`src/rtl/alu_share_ctrl_pkg.sv`:
```
// Shared types and constants for the two-requester ALU sharing controller.
package alu_ctrl_pkg;

    typedef enum logic [1:0] {
        IDLE = 2'd0,
        EXEC = 2'd1,
        RESP = 2'd2
    } state_t;

    // Bit positions inside the {N,Z,C,V} flag nibble
    localparam int FLG_N = 3;
    localparam int FLG_Z = 2;
    localparam int FLG_C = 1;
    localparam int FLG_V = 0;

    typedef logic req_id_t;

    function automatic logic [1:0] id_onehot(input req_id_t id);
        return id ? 2'b10 : 2'b01;
    endfunction

endpackage

```
`src/rtl/alu_share_ctrl_if.sv`:
```
// Bus bundle between the requesters/ALU/response consumer (master) and the
// sharing controller (slave).
interface alu_share_ctrl_if #(
    parameter int N   = 8,
    parameter int OPW = 4
);
    logic           req0_valid;
    logic           req0_ready;
    logic [OPW-1:0] req0_op;
    logic [N-1:0]   req0_a;
    logic [N-1:0]   req0_b;
    logic           req1_valid;
    logic           req1_ready;
    logic [OPW-1:0] req1_op;
    logic [N-1:0]   req1_a;
    logic [N-1:0]   req1_b;
    logic [OPW-1:0] alu_ctrl_o;
    logic [N-1:0]   alu_a_o;
    logic [N-1:0]   alu_b_o;
    logic [N-1:0]   alu_res_i;
    logic [3:0]     alu_flags_i;
    logic           rsp_valid;
    logic           rsp_ready;
    logic           rsp_id;
    logic [N-1:0]   rsp_res;
    logic [3:0]     rsp_flags;
    logic [1:0]     sticky_v;
    logic [1:0]     sticky_clr;

    modport master (
        output req0_valid, req0_op, req0_a, req0_b,
        output req1_valid, req1_op, req1_a, req1_b,
        input  req0_ready, req1_ready,
        input  alu_ctrl_o, alu_a_o, alu_b_o,
        output alu_res_i, alu_flags_i,
        input  rsp_valid, rsp_id, rsp_res, rsp_flags,
        output rsp_ready,
        input  sticky_v,
        output sticky_clr
    );

    modport slave (
        input  req0_valid, req0_op, req0_a, req0_b,
        input  req1_valid, req1_op, req1_a, req1_b,
        output req0_ready, req1_ready,
        output alu_ctrl_o, alu_a_o, alu_b_o,
        input  alu_res_i, alu_flags_i,
        output rsp_valid, rsp_id, rsp_res, rsp_flags,
        input  rsp_ready,
        output sticky_v,
        input  sticky_clr
    );

endinterface

```
`src/rtl/alu_share_ctrl_rr_arbiter2.sv`:
```
// Two-way round-robin arbiter; the pointer names the requester that wins a tie
// and moves to the other requester whenever a grant is taken.
module rr_arbiter2
    import alu_ctrl_pkg::*;
(
    input  logic       clk,
    input  logic       rst,
    input  logic [1:0] req,
    input  logic       advance,
    output logic [1:0] gnt
);

    req_id_t ptr_r;

    // Grant the sole requester, or the pointer's requester on contention
    always_comb begin
        gnt = 2'b00;
        if (req == 2'b11) begin
            gnt = id_onehot(ptr_r);
        end else begin
            gnt = req;
        end
    end

    // Priority pointer: flips away from whoever was just served
    always_ff @(posedge clk) begin
        if (rst) begin
            ptr_r <= 1'b0;
        end else if (advance) begin
            ptr_r <= ~gnt[1];
        end else begin
            ptr_r <= ptr_r;
        end
    end

endmodule

```
`src/rtl/alu_share_ctrl.sv`:
```
// Shares one external ALU between two requesters: IDLE -> EXEC -> RESP.
// Optional per-requester sticky overflow under macro ALU_STICKY_OVF_EN.
module alu_share_ctrl
    import alu_ctrl_pkg::*;
#(
    parameter int N   = 8,
    parameter int OPW = 4
) (
    input  logic              clk,
    input  logic              rst,
    alu_share_ctrl_if.slave   bus
);

    state_t         state_r;
    state_t         state_nxt_s;
    logic [1:0]     req_s;
    logic [1:0]     gnt_s;
    logic [1:0]     ready_s;
    logic           accept_s;
    req_id_t        gnt_id_s;

    logic [OPW-1:0] op_r;
    logic [N-1:0]   a_r;
    logic [N-1:0]   b_r;
    req_id_t        id_r;
    logic [N-1:0]   res_r;
    logic [3:0]     flags_r;
    req_id_t        rsp_id_r;

    assign req_s = {bus.req1_valid, bus.req0_valid};

    rr_arbiter2 u_arb (
        .clk     (clk),
        .rst     (rst),
        .req     (req_s),
        .advance (accept_s),
        .gnt     (gnt_s)
    );

    // Next state and per-requester ready; ready is only ever offered in IDLE
    always_comb begin
        state_nxt_s = state_r;
        ready_s     = 2'b00;
        case (state_r)
            IDLE: begin
                if (!rst && (gnt_s != 2'b00)) begin
                    ready_s     = gnt_s;
                    state_nxt_s = EXEC;
                end else begin
                    ready_s     = 2'b00;
                    state_nxt_s = IDLE;
                end
            end
            EXEC: begin
                state_nxt_s = RESP;
            end
            RESP: begin
                if (bus.rsp_ready) begin
                    state_nxt_s = IDLE;
                end else begin
                    state_nxt_s = RESP;
                end
            end
            default: begin
                state_nxt_s = IDLE;
            end
        endcase
    end

    // A grant is only given to a valid requester, so ready alone marks the handshake
    assign accept_s = |ready_s;
    assign gnt_id_s = ready_s[1];

    // State register
    always_ff @(posedge clk) begin
        if (rst) begin
            state_r <= IDLE;
        end else begin
            state_r <= state_nxt_s;
        end
    end

    // Command latch; also feeds the ALU and holds its value between commands
    always_ff @(posedge clk) begin
        if (rst) begin
            op_r <= '0;
            a_r  <= '0;
            b_r  <= '0;
            id_r <= 1'b0;
        end else if (accept_s) begin
            op_r <= gnt_id_s ? bus.req1_op : bus.req0_op;
            a_r  <= gnt_id_s ? bus.req1_a  : bus.req0_a;
            b_r  <= gnt_id_s ? bus.req1_b  : bus.req0_b;
            id_r <= gnt_id_s;
        end else begin
            op_r <= op_r;
            a_r  <= a_r;
            b_r  <= b_r;
            id_r <= id_r;
        end
    end

    // Response capture at the end of the single EXEC cycle
    always_ff @(posedge clk) begin
        if (rst) begin
            res_r    <= '0;
            flags_r  <= 4'b0000;
            rsp_id_r <= 1'b0;
        end else if (state_r == EXEC) begin
            res_r    <= bus.alu_res_i;
            flags_r  <= bus.alu_flags_i;
            rsp_id_r <= id_r;
        end else begin
            res_r    <= res_r;
            flags_r  <= flags_r;
            rsp_id_r <= rsp_id_r;
        end
    end

    assign bus.req0_ready = ready_s[0];
    assign bus.req1_ready = ready_s[1];
    assign bus.alu_ctrl_o = op_r;
    assign bus.alu_a_o    = a_r;
    assign bus.alu_b_o    = b_r;
    assign bus.rsp_valid  = (state_r == RESP);
    assign bus.rsp_id     = rsp_id_r;
    assign bus.rsp_res    = res_r;
    assign bus.rsp_flags  = flags_r;

`ifdef ALU_STICKY_OVF_EN
    logic [1:0] sticky_r;
    logic [1:0] sticky_set_s;

    // Overflow seen on the edge that enters RESP, steered to the owning requester
    always_comb begin
        sticky_set_s = 2'b00;
        if ((state_r == EXEC) && bus.alu_flags_i[FLG_V]) begin
            sticky_set_s = id_onehot(id_r);
        end else begin
            sticky_set_s = 2'b00;
        end
    end

    // Sticky bits; a set in the same cycle overrides a clear
    always_ff @(posedge clk) begin
        if (rst) begin
            sticky_r <= 2'b00;
        end else begin
            sticky_r <= sticky_set_s | (sticky_r & ~bus.sticky_clr);
        end
    end

    assign bus.sticky_v = sticky_r;
`else
    logic sticky_clr_unused_s;
    assign sticky_clr_unused_s = ^bus.sticky_clr;
    assign bus.sticky_v        = 2'b00;
`endif

endmodule

```
`src/flat_wrapper.sv`:
```
// flat-port wrapper written by rule: the top's interface ports become plain ports
module alu_share_ctrl_flat import alu_ctrl_pkg::*;
#(
    parameter int N   = 8,
    parameter int OPW = 4
)
  (clk, rst, bus_req0_valid, bus_req0_op, bus_req0_a, bus_req0_b, bus_req1_valid, bus_req1_op, bus_req1_a, bus_req1_b, bus_req0_ready, bus_req1_ready, bus_alu_ctrl_o, bus_alu_a_o, bus_alu_b_o, bus_alu_res_i, bus_alu_flags_i, bus_rsp_valid, bus_rsp_id, bus_rsp_res, bus_rsp_flags, bus_rsp_ready, bus_sticky_v, bus_sticky_clr);
  alu_share_ctrl_if #(.N(N), .OPW(OPW)) bus_i ();
  input  logic clk;
  input  logic rst;
  input wire logic [$bits(bus_i.req0_valid)-1:0] bus_req0_valid;
  input wire logic [$bits(bus_i.req0_op)-1:0] bus_req0_op;
  input wire logic [$bits(bus_i.req0_a)-1:0] bus_req0_a;
  input wire logic [$bits(bus_i.req0_b)-1:0] bus_req0_b;
  input wire logic [$bits(bus_i.req1_valid)-1:0] bus_req1_valid;
  input wire logic [$bits(bus_i.req1_op)-1:0] bus_req1_op;
  input wire logic [$bits(bus_i.req1_a)-1:0] bus_req1_a;
  input wire logic [$bits(bus_i.req1_b)-1:0] bus_req1_b;
  output wire logic [$bits(bus_i.req0_ready)-1:0] bus_req0_ready;
  output wire logic [$bits(bus_i.req1_ready)-1:0] bus_req1_ready;
  output wire logic [$bits(bus_i.alu_ctrl_o)-1:0] bus_alu_ctrl_o;
  output wire logic [$bits(bus_i.alu_a_o)-1:0] bus_alu_a_o;
  output wire logic [$bits(bus_i.alu_b_o)-1:0] bus_alu_b_o;
  input wire logic [$bits(bus_i.alu_res_i)-1:0] bus_alu_res_i;
  input wire logic [$bits(bus_i.alu_flags_i)-1:0] bus_alu_flags_i;
  output wire logic [$bits(bus_i.rsp_valid)-1:0] bus_rsp_valid;
  output wire logic [$bits(bus_i.rsp_id)-1:0] bus_rsp_id;
  output wire logic [$bits(bus_i.rsp_res)-1:0] bus_rsp_res;
  output wire logic [$bits(bus_i.rsp_flags)-1:0] bus_rsp_flags;
  input wire logic [$bits(bus_i.rsp_ready)-1:0] bus_rsp_ready;
  output wire logic [$bits(bus_i.sticky_v)-1:0] bus_sticky_v;
  input wire logic [$bits(bus_i.sticky_clr)-1:0] bus_sticky_clr;
  assign bus_i.req0_valid = bus_req0_valid;
  assign bus_i.req0_op = bus_req0_op;
  assign bus_i.req0_a = bus_req0_a;
  assign bus_i.req0_b = bus_req0_b;
  assign bus_i.req1_valid = bus_req1_valid;
  assign bus_i.req1_op = bus_req1_op;
  assign bus_i.req1_a = bus_req1_a;
  assign bus_i.req1_b = bus_req1_b;
  assign bus_req0_ready = bus_i.req0_ready;
  assign bus_req1_ready = bus_i.req1_ready;
  assign bus_alu_ctrl_o = bus_i.alu_ctrl_o;
  assign bus_alu_a_o = bus_i.alu_a_o;
  assign bus_alu_b_o = bus_i.alu_b_o;
  assign bus_i.alu_res_i = bus_alu_res_i;
  assign bus_i.alu_flags_i = bus_alu_flags_i;
  assign bus_rsp_valid = bus_i.rsp_valid;
  assign bus_rsp_id = bus_i.rsp_id;
  assign bus_rsp_res = bus_i.rsp_res;
  assign bus_rsp_flags = bus_i.rsp_flags;
  assign bus_i.rsp_ready = bus_rsp_ready;
  assign bus_sticky_v = bus_i.sticky_v;
  assign bus_i.sticky_clr = bus_sticky_clr;
  alu_share_ctrl #(.N(N), .OPW(OPW)) u_core (.clk(clk), .rst(rst), .bus(bus_i));
endmodule
```
`config.mk`:
```
export PLATFORM = sky130hd
export DESIGN_NAME = alu_share_ctrl_flat
export DESIGN_NICKNAME = d
export VERILOG_FILES = /design/src/rtl/alu_share_ctrl_pkg.sv /design/src/rtl/alu_share_ctrl_if.sv /design/src/rtl/alu_share_ctrl_rr_arbiter2.sv /design/src/rtl/alu_share_ctrl.sv /design/src/flat_wrapper.sv
export SDC_FILE = /design/constraint.sdc
export NUM_CORES = 1
export LEC_CHECK = 0
export ABC_AREA = 1
export CORE_MARGIN = 10
export CORE_UTILIZATION = 36
export CTS_BUF_LIST = sky130_fd_sc_hd__clkbuf_8 sky130_fd_sc_hd__clkbuf_16
export DETAILED_ROUTE_END_ITERATION = 8
export PLACE_DENSITY_LB_ADDON = 0.08
export SYNTH_ARGS = -nofsm -noshare
export SYNTH_HDL_FRONTEND = slang
export SYNTH_SLANG_ARGS = --single-unit
```
`constraint.sdc`:
```
create_clock -name clk -period 1.1 [get_ports clk]
set_clock_uncertainty 0.05 [all_clocks]
set_input_delay 0.11 -clock clk [delete_from_list [all_inputs] [get_ports clk]]
set_output_delay 0.11 -clock clk [all_outputs]
set_load 0.02 [all_outputs]
```
Yosys cells after proc, flatten, opt, wreduce, memory -nomap -nowiden
Cells that the tools add are included.
{"block": "classes", "eq_ne": 3, "n_mux": 10, "bitwise_logic": 1, "n_reduce_logical": 5}
{"op": "8-bit 2-to-1 mux", "n": 2}
{"op": "2-bit 2-to-1 mux", "n": 5}
{"op": "2-bit one-hot mux with 3 select lines", "n": 1}
{"op": "2-bit == test, second input constant", "n": 2}
{"op": "4-bit 2-to-1 mux", "n": 1}
{"op": "2-bit by 1-bit == test with 1-bit output, second input constant", "n": 1}
{"op": "2-bit logical NOT", "n": 1}
{"op": "2-bit nonzero test", "n": 1}
{"op": "2-bit OR reduction", "n": 1}
{"op": "1-bit logical AND", "n": 1}
{"op": "1-bit logical NOT", "n": 1}
{"op": "1-bit 2-to-1 mux", "n": 1}
{"op": "1-bit NOT", "n": 1}
{"block": "word_totals", "ff_bits": 37, "in_bits": 59, "output_inout_bits": 38}

Logic depth before layout (Yosys ltp)
Gate-level depths: netlist of the first run.
{"block": "logic_depth", "ltp_word": 7, "ltp_mapped": 8, "mapped_depth_nobuf": 7}

By module
From an unflattened synthesis of the first run, not the netlist that was laid out.
{"block": "unflattened", "hier_cells": 282, "area_unflattened_um2": 1729.2}
{"module": "alu_share_ctrl", "instances": 1, "cells_each": 272, "area_each_um2": 1666.6, "seq_area_each_um2": 720.7}
{"module": "rr_arbiter2", "instances": 1, "cells_each": 10, "area_each_um2": 62.6, "seq_area_each_um2": 20.0}

Least setup slack after synthesis of the first run
OpenSTA, ideal clock, no wires.
{"block": "synth_timing", "kind": "reg-to-reg", "from": "reg u_core.state_r[0]", "to": "reg u_core.flags_r[0], in the netlist u_core.bus.rsp_flags[0]", "arrival_time_ns": 0.924, "path_slack_ns": 0.011, "stages_incl_launch_ff": 5, "path_buffers": 1, "period_less_slack_ns": 1.089, "cell_sequence": "dfxtp_1 -> nand2_1 -> clkbuf_1 -> o21ai_0 -> nor2_1"}
{"block": "synth_via", "elab_chain_cells": 1}
{"item": "start, declared", "line": "alu_share_ctrl.sv:14", "rtl": "state_t state_r;"}
{"item": "start signal, assigned", "line": "alu_share_ctrl.sv:79", "rtl": "state_r <= state_nxt_s;"}
{"item": "2-bit by 1-bit == test with 1-bit output", "line": "alu_share_ctrl.sv:109", "rtl": "end else if (state_r == EXEC) begin"}
{"item": "end signal, assigned", "line": "alu_share_ctrl.sv:111", "rtl": "flags_r <= bus.alu_flags_i;"}
{"item": "end signal, assigned", "line": "alu_share_ctrl.sv:115", "rtl": "flags_r <= flags_r;"}
{"item": "end, declared", "line": "alu_share_ctrl.sv:27", "rtl": "logic [3:0] flags_r;"}
Every way passes these cells.
A chain may end at the register's enable or synchronous reset.

Worst setup path after layout of the first run
{"block": "layout_timing", "from": "reg u_core.state_r[1]", "to": "out bus_rsp_valid"}
{"block": "layout_via", "elab_chain_cells": 1}
{"item": "2-bit == test", "line": "alu_share_ctrl.sv:125", "rtl": "assign bus.rsp_valid = (state_r == RESP);"}
{"item": "end, declared", "line": "flat_wrapper.sv:26", "rtl": "output wire logic [$bits(bus_i.rsp_valid)-1:0] bus_rsp_valid;"}
Every way passes these cells.

==> reports/results.ini, run 1 <==
[clock_network]
htree_num_levels=2
cts_root_buffer=clkbuf_8
tritoncts=yes
clockBufferDepth=2
clock-sinks=37
clkLatencyLatePin_ns=0.29
path_clk_slew_ns=0.08
cts_buffers=5

[synth]
ys.flop_type=dfxtp_1
netlist.area_leader.share_pct=38.3
synth_area_um2=1930
synthCells=297
synthTopCellsByArea=dfxtp_1, nand2_1, inv_1
synth_simple_gate_area_share_pct=29.4
synth_cell_types=17
synth_top_family_by_area=simple AND/OR/NAND/NOR gates
synthArstFlopShare_pct=0
synth_area_leader_cell=dfxtp_1
synth_xor_xnor_area_share_pct=0
synth-seq-cells=37
syn_area_per_cell_um2=6.51
ys_warn_count=0
synthTopCellsByCount=nand2_1, inv_1, dfxtp_1
synthAdderAreaFrac_pct=0
ys_seq_area_share_pct=38.3
synth_edf_count=0
yosysMostFrequentCell=nand2_1
synthMuxAreaShare_pct=0
synth-compound-area-share_pct=13.0

[pwr]
swShare_pct=29.1
p_clk_share_pct=32.7
power_frac_comb_pct=30.5
p_per_area_nw_per_um2=1310
power_leakage_nw=1.62
netSwitchingPower_mw=1.23
ir_worst_vdd_v=0.000683
seqPwrFrac_pct=36.8
p_int_mw=2.99

[worst_setup_path]
cp_data_arrival_time_ns=1.16
worstSetupEndpointType=output port
critical_path_class=reg -> out
setup.worst_path.start_class=flip-flop
critPathRequiredTime_ns=0.94
crit_fanout=2

[placement]
dp_hpwl_um=3990
preCtsSetupSlack_ns=-0.630
dpl_cell_area_um2=2980
gp_congestion=0.733
io_buffers=92

[global_route]
overflow=0
grt_pass1_wl_um=8560
grt_max_degree=34
grt_pass1_vias=1859
antenna_found_initial=0
grt_use_total_pct=12.2

[final_layout]
final_nets=457
final_area_um2=3220
synthToLayoutAreaGrowth_pct=66.7
fillCellCount=488
n_antenna_cell=0
fin_util_pct=62.3
drive_gt1_share_pct=30.3

[floorplanning]
row_count=26
die_w_um=93.3
ios=97
die-area_um2=8700
die_y_um=93.3
coreArea_um2=5170
start_util_pct=37.4

[detailed_routing]
num_vias=1960
vias_per_cell=4.18
postRouteAntennaNets=0
drtIter0Drc=37
routedWlPerCell_um=11.9
drc=0
firstDrtPassIters=4
wirelength_um=5590

[status]
status=finished with violations
failed_checks=negative setup slack

[timing]
drv_slew=0
final-hold-violation-count=0
finalSetupViolCount=39
grt_setup_unrepaired=true
min_period_ns=1.32
setup_slack_ns=-0.220
fmax_mhz=757
period_share_pct=120

[flow_run]
maxCapViolCount=0

[min_path]
hold_class=in -> reg

-- cells by family (layout without fill, tap and decap cells) --
group	count (synthesis)	count (layout)
AO/OA/AOI/OAI	36	36
buffers and inverters	83	184
flip-flops	37	37
other	1	2
AND/OR/NAND/NOR	140	140
-- area by class of cell --
type	count	area [um^2]	share of cell area, %
timing repair buffer	107	1060	32.8
timing repair inverter	1	7.51	0.233
sequential	37	743	23.1
clock buffer	5	68.8	2.13
tap	70	87.6	2.72
multi-input combinational	178	931	28.9
inverter	68	264	8.19
clock inverter	3	65.1	2.02
-- sequential cells by signal, summed over array words and instances, names as in the netlist --
signal and cells:
u_core.bus.alu_a_o 8, u_core.bus.alu_b_o 8, u_core.bus.rsp_res 8, u_core.bus.alu_ctrl_o 4
u_core.bus.rsp_flags 4, u_core.state_r 2, u_core.bus.rsp_id 1, u_core.id_r 1
u_core.u_arb.ptr_r 1
-- placed cells by master (no fill, tap or decap), types with 5 or more instances in the layout --
| cell | count |
|---|---|
| a21oi_2 | 21 |
| buf_2 | 5 |
| buf_4 | 7 |
| buf_6 | 6 |
| clkbuf_2 | 11 |
| clkbuf_8 | 5 |
| clkdlybuf4s15_2 | 17 |
| clkdlybuf4s50_1 | 56 |
| dfxtp_1 | 35 |
| inv_1 | 62 |
| nand2_1 | 89 |
| nand2_2 | 16 |
| nor2_1 | 18 |
| nor2_2 | 8 |
| o21ai_0 | 10 |
-- critical path: stages (launching register included) --
cell and delay, ns:
dfxtp_2 0.35, inv_4 0.04, buf_4 0.12, buf_6 0.12, nor2_4 0.11, buf_6 0.13
-- power groups by stage --
stage	combinational, mW	clock [mW]	sequential (mW)
after floorplan	0.513	0	1.71
after global placement	1.24	0	1.56
after global routing	1.41	1.47	1.57
after CTS	1.23	1.42	1.54
final	1.28	1.38	1.55
after detailed placement	1.25	0	1.57
-- routing by layer --
metal / part of all wire, % / vias to the layer above / GRT usage, %
met5: 0 / - / 0
met4: 1.2 / 0 / 4.24
met3: 7.2 / 7 / 5.12
met2: 54 / 55 / 23.2
met1: 37 / 850 / 11.3
li1: - / 1048 / -
-- worst paths after layout --
kind                            slack [ns]               endpoint  cells past startpoint          startpoint
worst max-delay path                 -0.22          bus_rsp_valid                      5   u_core.state_r[1]
worst min-delay path                  0.37  u_core.bus.rsp_res[0]                      3    bus_alu_res_i[0]
worst max register to register       -0.19  u_core.bus.alu_a_o[7]                      9   u_core.state_r[1]
worst min register to register        0.42     u_core.u_arb.ptr_r                      2  u_core.u_arb.ptr_r
-- stage by stage --
stage          total power, mW  hold WS (ns)  cells  setup TNS [ns]
2_1_floorplan             2.23         0.129    298               0
3_3_place_gp              2.80         0.392    458          -12.65
3_5_place_dp              2.82         0.402    458          -13.84
4_1_cts                   4.19         0.380    467           -3.65
5_1_grt                   4.45         0.416    469           -8.81
6_report                  4.21         0.367    469           -5.64
-- repair_timing --
item                                   4_1_cts  5_1_grt
hold buffers                                 0        0
resized for setup                          116       54
endpoints found under the hold margin        0        0
gates cloned                                 1        1
pin swaps                                    1        2
setup endpoints to repair                   71       53
setup buffers                                0        1
Power figures use the tool's default switching activity.
==> inputs of run 2 (changes only) <==
--- a/config.mk
+++ b/config.mk
@@ -7,7 +7,7 @@
 export LEC_CHECK = 0
 export ABC_AREA = 1
 export CORE_MARGIN = 10
-export CORE_UTILIZATION = 36
+export CORE_UTILIZATION = 40
 export CTS_BUF_LIST = sky130_fd_sc_hd__clkbuf_8 sky130_fd_sc_hd__clkbuf_16
 export DETAILED_ROUTE_END_ITERATION = 8
 export PLACE_DENSITY_LB_ADDON = 0.08
==> constraint.sdc (replaced) <==
create_clock -name clk -period 1.5 [get_ports clk]
set_clock_uncertainty 0.05 [all_clocks]
set_input_delay 0.15 -clock clk [delete_from_list [all_inputs] [get_ports clk]]
set_output_delay 0.15 -clock clk [all_outputs]
set_load 0.02 [all_outputs]
==> run 2 against run 1 <==
Effect of this change:
- the flow now finishes without violations
- setup slack gained 0.28 ns
- final cell count shrank 4.7%
- clock power shrank 54%
- largest power group unchanged
==> reports/results.ini, run 2 (same netlist as run 1, synthesis figures left out) <==
[status]
status=complete, no violations

[global_route]
grt_use_total_pct=13.1
antenna_found_initial=0
grt_max_degree=34
grt_pass1_wl_um=8090
grt_pass1_vias=1827
overflow=0

[worst_setup_path]
setup.worst_path.start_class=flip-flop
worstSetupEndpointType=output port
critPathRequiredTime_ns=1.30
critical-path-top-delay-family=buffers and inverters
cp_data_arrival_time_ns=1.24
cpPeakStageDelay_ns=0.62
cp.buffers_inverters=1
critical_path_class=reg -> out
critPathSlowestCell=clkdlybuf4s50_1
cp_cell_sequence=clkdlybuf4s50_1
crit_fanout=2

[timing]
finalSetupViolCount=0
setup_slack_ns=0.0621
period_share_pct=95.9
final-hold-violation-count=0
hold_ws_ns=0.409
grt_setup_unrepaired=false
fin_tns_setup_ns=0
fmax_mhz=695
drv_slew=0
min_period_ns=1.44

[final_layout]
drive_gt1_share_pct=11.7
fillCellCount=417
synthToLayoutAreaGrowth_pct=56.6
final_cell_mix=nand2_1, clkdlybuf4s50_1, inv_1
final_nets=453
mostFrequentLayoutCell=nand2_1
n_antenna_cell=0

[floorplanning]
die_w_um=89.5
coreArea_um2=4690
die-area_um2=8020
row_count=25
ios=97
start_util_pct=41.2
die_y_um=89.5

[clock_network]
path_clk_slew_ns=0.07
tritoncts=yes
clockBufferDepth=2
ctsHoldBuffers=0
clock-sinks=37
cts_root_buffer=clkbuf_8
cts_buffers=5
htree_num_levels=2
clkLatencyLatePin_ns=0.29

[detailed_routing]
wl_met2_um=2520
top_layer=met4
vias_per_cell=4.16
postRouteAntennaNets=0
drtIter0Drc=43
wl_met3_um=554
firstDrtPassIters=3
drc=0
num_vias=1858
m1WireLength_um=1960
routedWlPerCell_um=11.4
wirelength_um=5110

[pwr]
p_per_area_nw_per_um2=877
ir_worst_vdd_v=0.000351
power_leakage_nw=1.62

[placement]
preCtsSetupSlack_ns=-0.343
io_buffers=92
dp_hpwl_um=4100
gp_congestion=0.749

[flow_run]
maxCapViolCount=0

[min_path]
hold_class=reg -> reg

[run 2: repair_timing]
item | 4_1_cts | 5_1_grt
buffers inserted | 0 | 0
resized for setup | 7 | 7
setup endpoints to repair | 3 | 7
[run 2: layout make-up]
type                            count  area, um^2  area share [%]
Multi-Input combinational cell    178         827            27.3
Clock inverter                      1        5.00           0.165
Timing Repair Buffer              104        1060            35.2
Tap cell                           54        67.6            2.23
Sequential cell                    37         741            24.5
Clock buffer                        5        68.8            2.27
Inverter                           68         255            8.43
[run 2: layer usage]
| metal | vias up | GRT usage, % |
|---|---|---|
| met5 | - | 0 |
| met4 | 0 | 4.77 |
| met3 | 6 | 6.93 |
| met2 | 59 | 23.5 |
| met1 | 758 | 12.3 |
| li1 | 1035 | - |
[run 2: path summary, 6_finish.rpt]
check / depth (start not counted) / slack (ns) / endpoint / startpoint
max reg2reg: 7 / 0.25 / u_core.bus.alu_b_o[1] / u_core.u_arb.ptr_r
max: 1 / 0.06 / bus_alu_a_o[3] / u_core.bus.alu_a_o[3]
min reg2reg: 2 / 0.41 / u_core.id_r / u_core.id_r
min: 2 / 0.41 / u_core.id_r / u_core.id_r
[run 2: per-stage QoR]
step	power (mW)	area, um^2	instances	utilization, %
2_1_floorplan	1.63	1940	298	-
3_3_place_gp	2.05	2950	441	62.9
3_5_place_dp	2.06	2950	441	62.9
4_1_cts	2.70	3020	447	64.3
5_1_grt	2.82	3030	447	64.6
6_report	2.66	3030	447	64.6
[run 2: power breakdown]
part,leakage (nW),total (mW),internal [mW],switching (mW)
Clock,0.0399,0.634,0.305,0.329
Sequential,0.305,1.13,1.08,0.0478
Combinational,1.27,0.894,0.450,0.444
Total,1.62,2.66,1.83,0.821
==> inputs of run 3 (changes only) <==
--- a/config.mk
+++ b/config.mk
@@ -5,9 +5,8 @@
 export SDC_FILE = /design/constraint.sdc
 export NUM_CORES = 1
 export LEC_CHECK = 0
-export ABC_AREA = 1
 export CORE_MARGIN = 10
-export CORE_UTILIZATION = 40
+export CORE_UTILIZATION = 38
 export CTS_BUF_LIST = sky130_fd_sc_hd__clkbuf_8 sky130_fd_sc_hd__clkbuf_16
 export DETAILED_ROUTE_END_ITERATION = 8
 export PLACE_DENSITY_LB_ADDON = 0.08
==> run 3 against run 2 <==
Effect of this change:
- sequential share of layout area grew 1.5 points
- sequential power is essentially flat
- final cell count shrank 26%
- non-clock buffer count grew 7
- total power grew 0.45%
- clock-buffer cell count grew 2
- synthesized area shrank 13%
- routed wire length grew 6.3%
- clock power grew 19%
==> reports/results.ini, run 3 <==
[status]
status=complete, no violations

[timing]
fin_tns_setup_ns=0
finalSetupViolCount=0
final-hold-violation-count=0
fmax_mhz=689
min_period_ns=1.45
grt_setup_unrepaired=true
drv_slew=0
period_share_pct=96.8

[clock_network]
clkLatencyLatePin_ns=0.28
htree_num_levels=2
cts_root_buffer=clkbuf_8
ctsHoldBuffers=0
clock-sinks=37
tritoncts=yes
cts_buffers=5
clockBufferDepth=2
path_clk_slew_ns=0.07

[synth]
synthTopCellsByCount=dfxtp_1, nand2_1, a32o_1, nand3b_1
synth-seq-cells=37
yosysMostFrequentCell=dfxtp_1
synthCells=180
syn_area_per_cell_um2=9.36
synthTopCellsByArea=dfxtp_1, a32o_1, nand3b_1
synth_edf_count=0
netlist.area_leader.share_pct=44.0
synthArstFlopShare_pct=0
synth_area_um2=1680
synth_cell_types=22
ys_seq_area_share_pct=44.0
synth_area_leader_cell=dfxtp_1
ys.flop_type=dfxtp_1
ys_warn_count=0

[final_layout]
fin_util_pct=66.2
drive_gt1_share_pct=18.7
final_cell_mix=clkdlybuf4s50_1, dfxtp_1, nand2_1
mostFrequentLayoutCell=clkdlybuf4s50_1
stdcell_count=330
fillCellCount=396
synthToLayoutAreaGrowth_pct=69.9
n_antenna_cell=0
final_nets=336

[detailed_routing]
drc=0
firstDrtPassIters=4
num_vias=1703
wirelength_um=5430
postRouteAntennaNets=0
vias_per_cell=5.16
drtIter0Drc=52
routedWlPerCell_um=16.4

[global_route]
grt_pass1_vias=1724
grt_use_total_pct=14.2
grt_max_degree=27
overflow=0
antenna_found_initial=0
grt_pass1_wl_um=8680

[pwr]
p_per_area_nw_per_um2=932
ir_worst_vdd_v=0.000501
power_leakage_nw=1.10

[placement]
dp_hpwl_um=3840
placed_cells=318
io_buffers=92
gp_congestion=0.756

[floorplanning]
coreArea_um2=4320
row_count=24
ios=97
die_w_um=86.6
start_util_pct=38.9
die-area_um2=7490
die_y_um=86.6

[worst_setup_path]
critical_path_class=reg -> reg
critPathSlowestCell=or3_4
cp_cell_sequence=buf_6 -> or3_4 -> nor2_4 -> clkbuf_16 -> a32o_1
setup.worst_path.start_class=flip-flop
critical-path-top-delay-family=simple AND/OR/NAND/NOR gates
worstSetupEndpointType=flip-flop
cpPeakStageDelay_ns=0.39
critPathRequiredTime_ns=1.68
crit_fanout=10
cp.buffers_inverters=2
cp_data_arrival_time_ns=1.63

[flow_run]
maxCapViolCount=0

[min_path]
hold_class=in -> reg

-- run 3: kinds of logic (layout without fill, tap and decap cells) --
logic type / after synthesis / in the layout / share of synthesized area, %
buf+inv: 25 / 122 / 8.10
compound gates: 59 / 59 / 28.2
other cells: 1 / 2 / 0.223
simple gates: 58 / 58 / 19.5
flops: 37 / 37 / 44.0
-- run 3: worst paths after layout --
check,from,end,slack [ns],cells past startpoint
setup / recovery,u_core.state_r[0],u_core.bus.alu_ctrl_o[3],0.05,5
hold / removal,rst,u_core.u_arb.ptr_r,0.26,4
setup reg to reg,u_core.state_r[0],u_core.bus.alu_ctrl_o[3],0.05,5
hold reg to reg,u_core.bus.rsp_res[0],u_core.bus.rsp_res[0],0.40,2
-- run 3: final cells by class --
type / count / area, um^2 / share of cell area [%]
Clock inverter: 1 / 5.00 / 0.175
Tap cell: 52 / 65.1 / 2.27
Multi-Input combinational cell: 119 / 827 / 28.9
Clock buffer: 7 / 96.3 / 3.37
Timing Repair Buffer: 111 / 1110 / 39.0
Inverter: 3 / 11.3 / 0.394
Sequential cell: 37 / 742 / 25.9
-- run 3: metal layers --
layer	routed length [um]	vias to the layer above	global-route usage [%]	share of wire, %
li1	-	853	-	-
met1	2120	775	15.8	39
met2	2600	65	22.8	48
met3	618	10	7.22	11
met4	97	0	4.71	1.8
met5	0	-	0	0
-- run 3: worst min-delay path: stages --
cell            delay, ns
dlymetal6s2s_1       0.17
nor3_4               0.09
nand3_2              0.08
a21oi_1              0.05
-- run 3: stage by stage --
stage          total power, mW  setup WS, ns  hold slack [ns]  cell area, um^2
4_1_cts                   2.68        0.0195            0.354             2810
3_5_place_dp              1.91        -0.449            0.396             2690
6_report                  2.67        0.0486            0.257             2860
3_3_place_gp              1.91        -0.428            0.392             2690
5_1_grt                   2.81       -0.0111            0.280             2860
2_1_floorplan             1.52         0.189            0.234             1690
-- run 3: what timing repair did --
item,CTS,global route
hold endpoints to repair,0,0
endpoints found under the setup margin,23,25
setup buffers,3,0
cloned,0,1
resized for setup,13,11
pin swaps,1,2
-- run 3: power by group --
group	leakage [nW]	total, mW	internal [mW]	switching, mW
Sequential	0.304	1.11	1.07	0.0431
Combinational	0.738	0.802	0.444	0.358
Clock	0.0542	0.755	0.415	0.340
Total	1.10	2.67	1.93	0.741
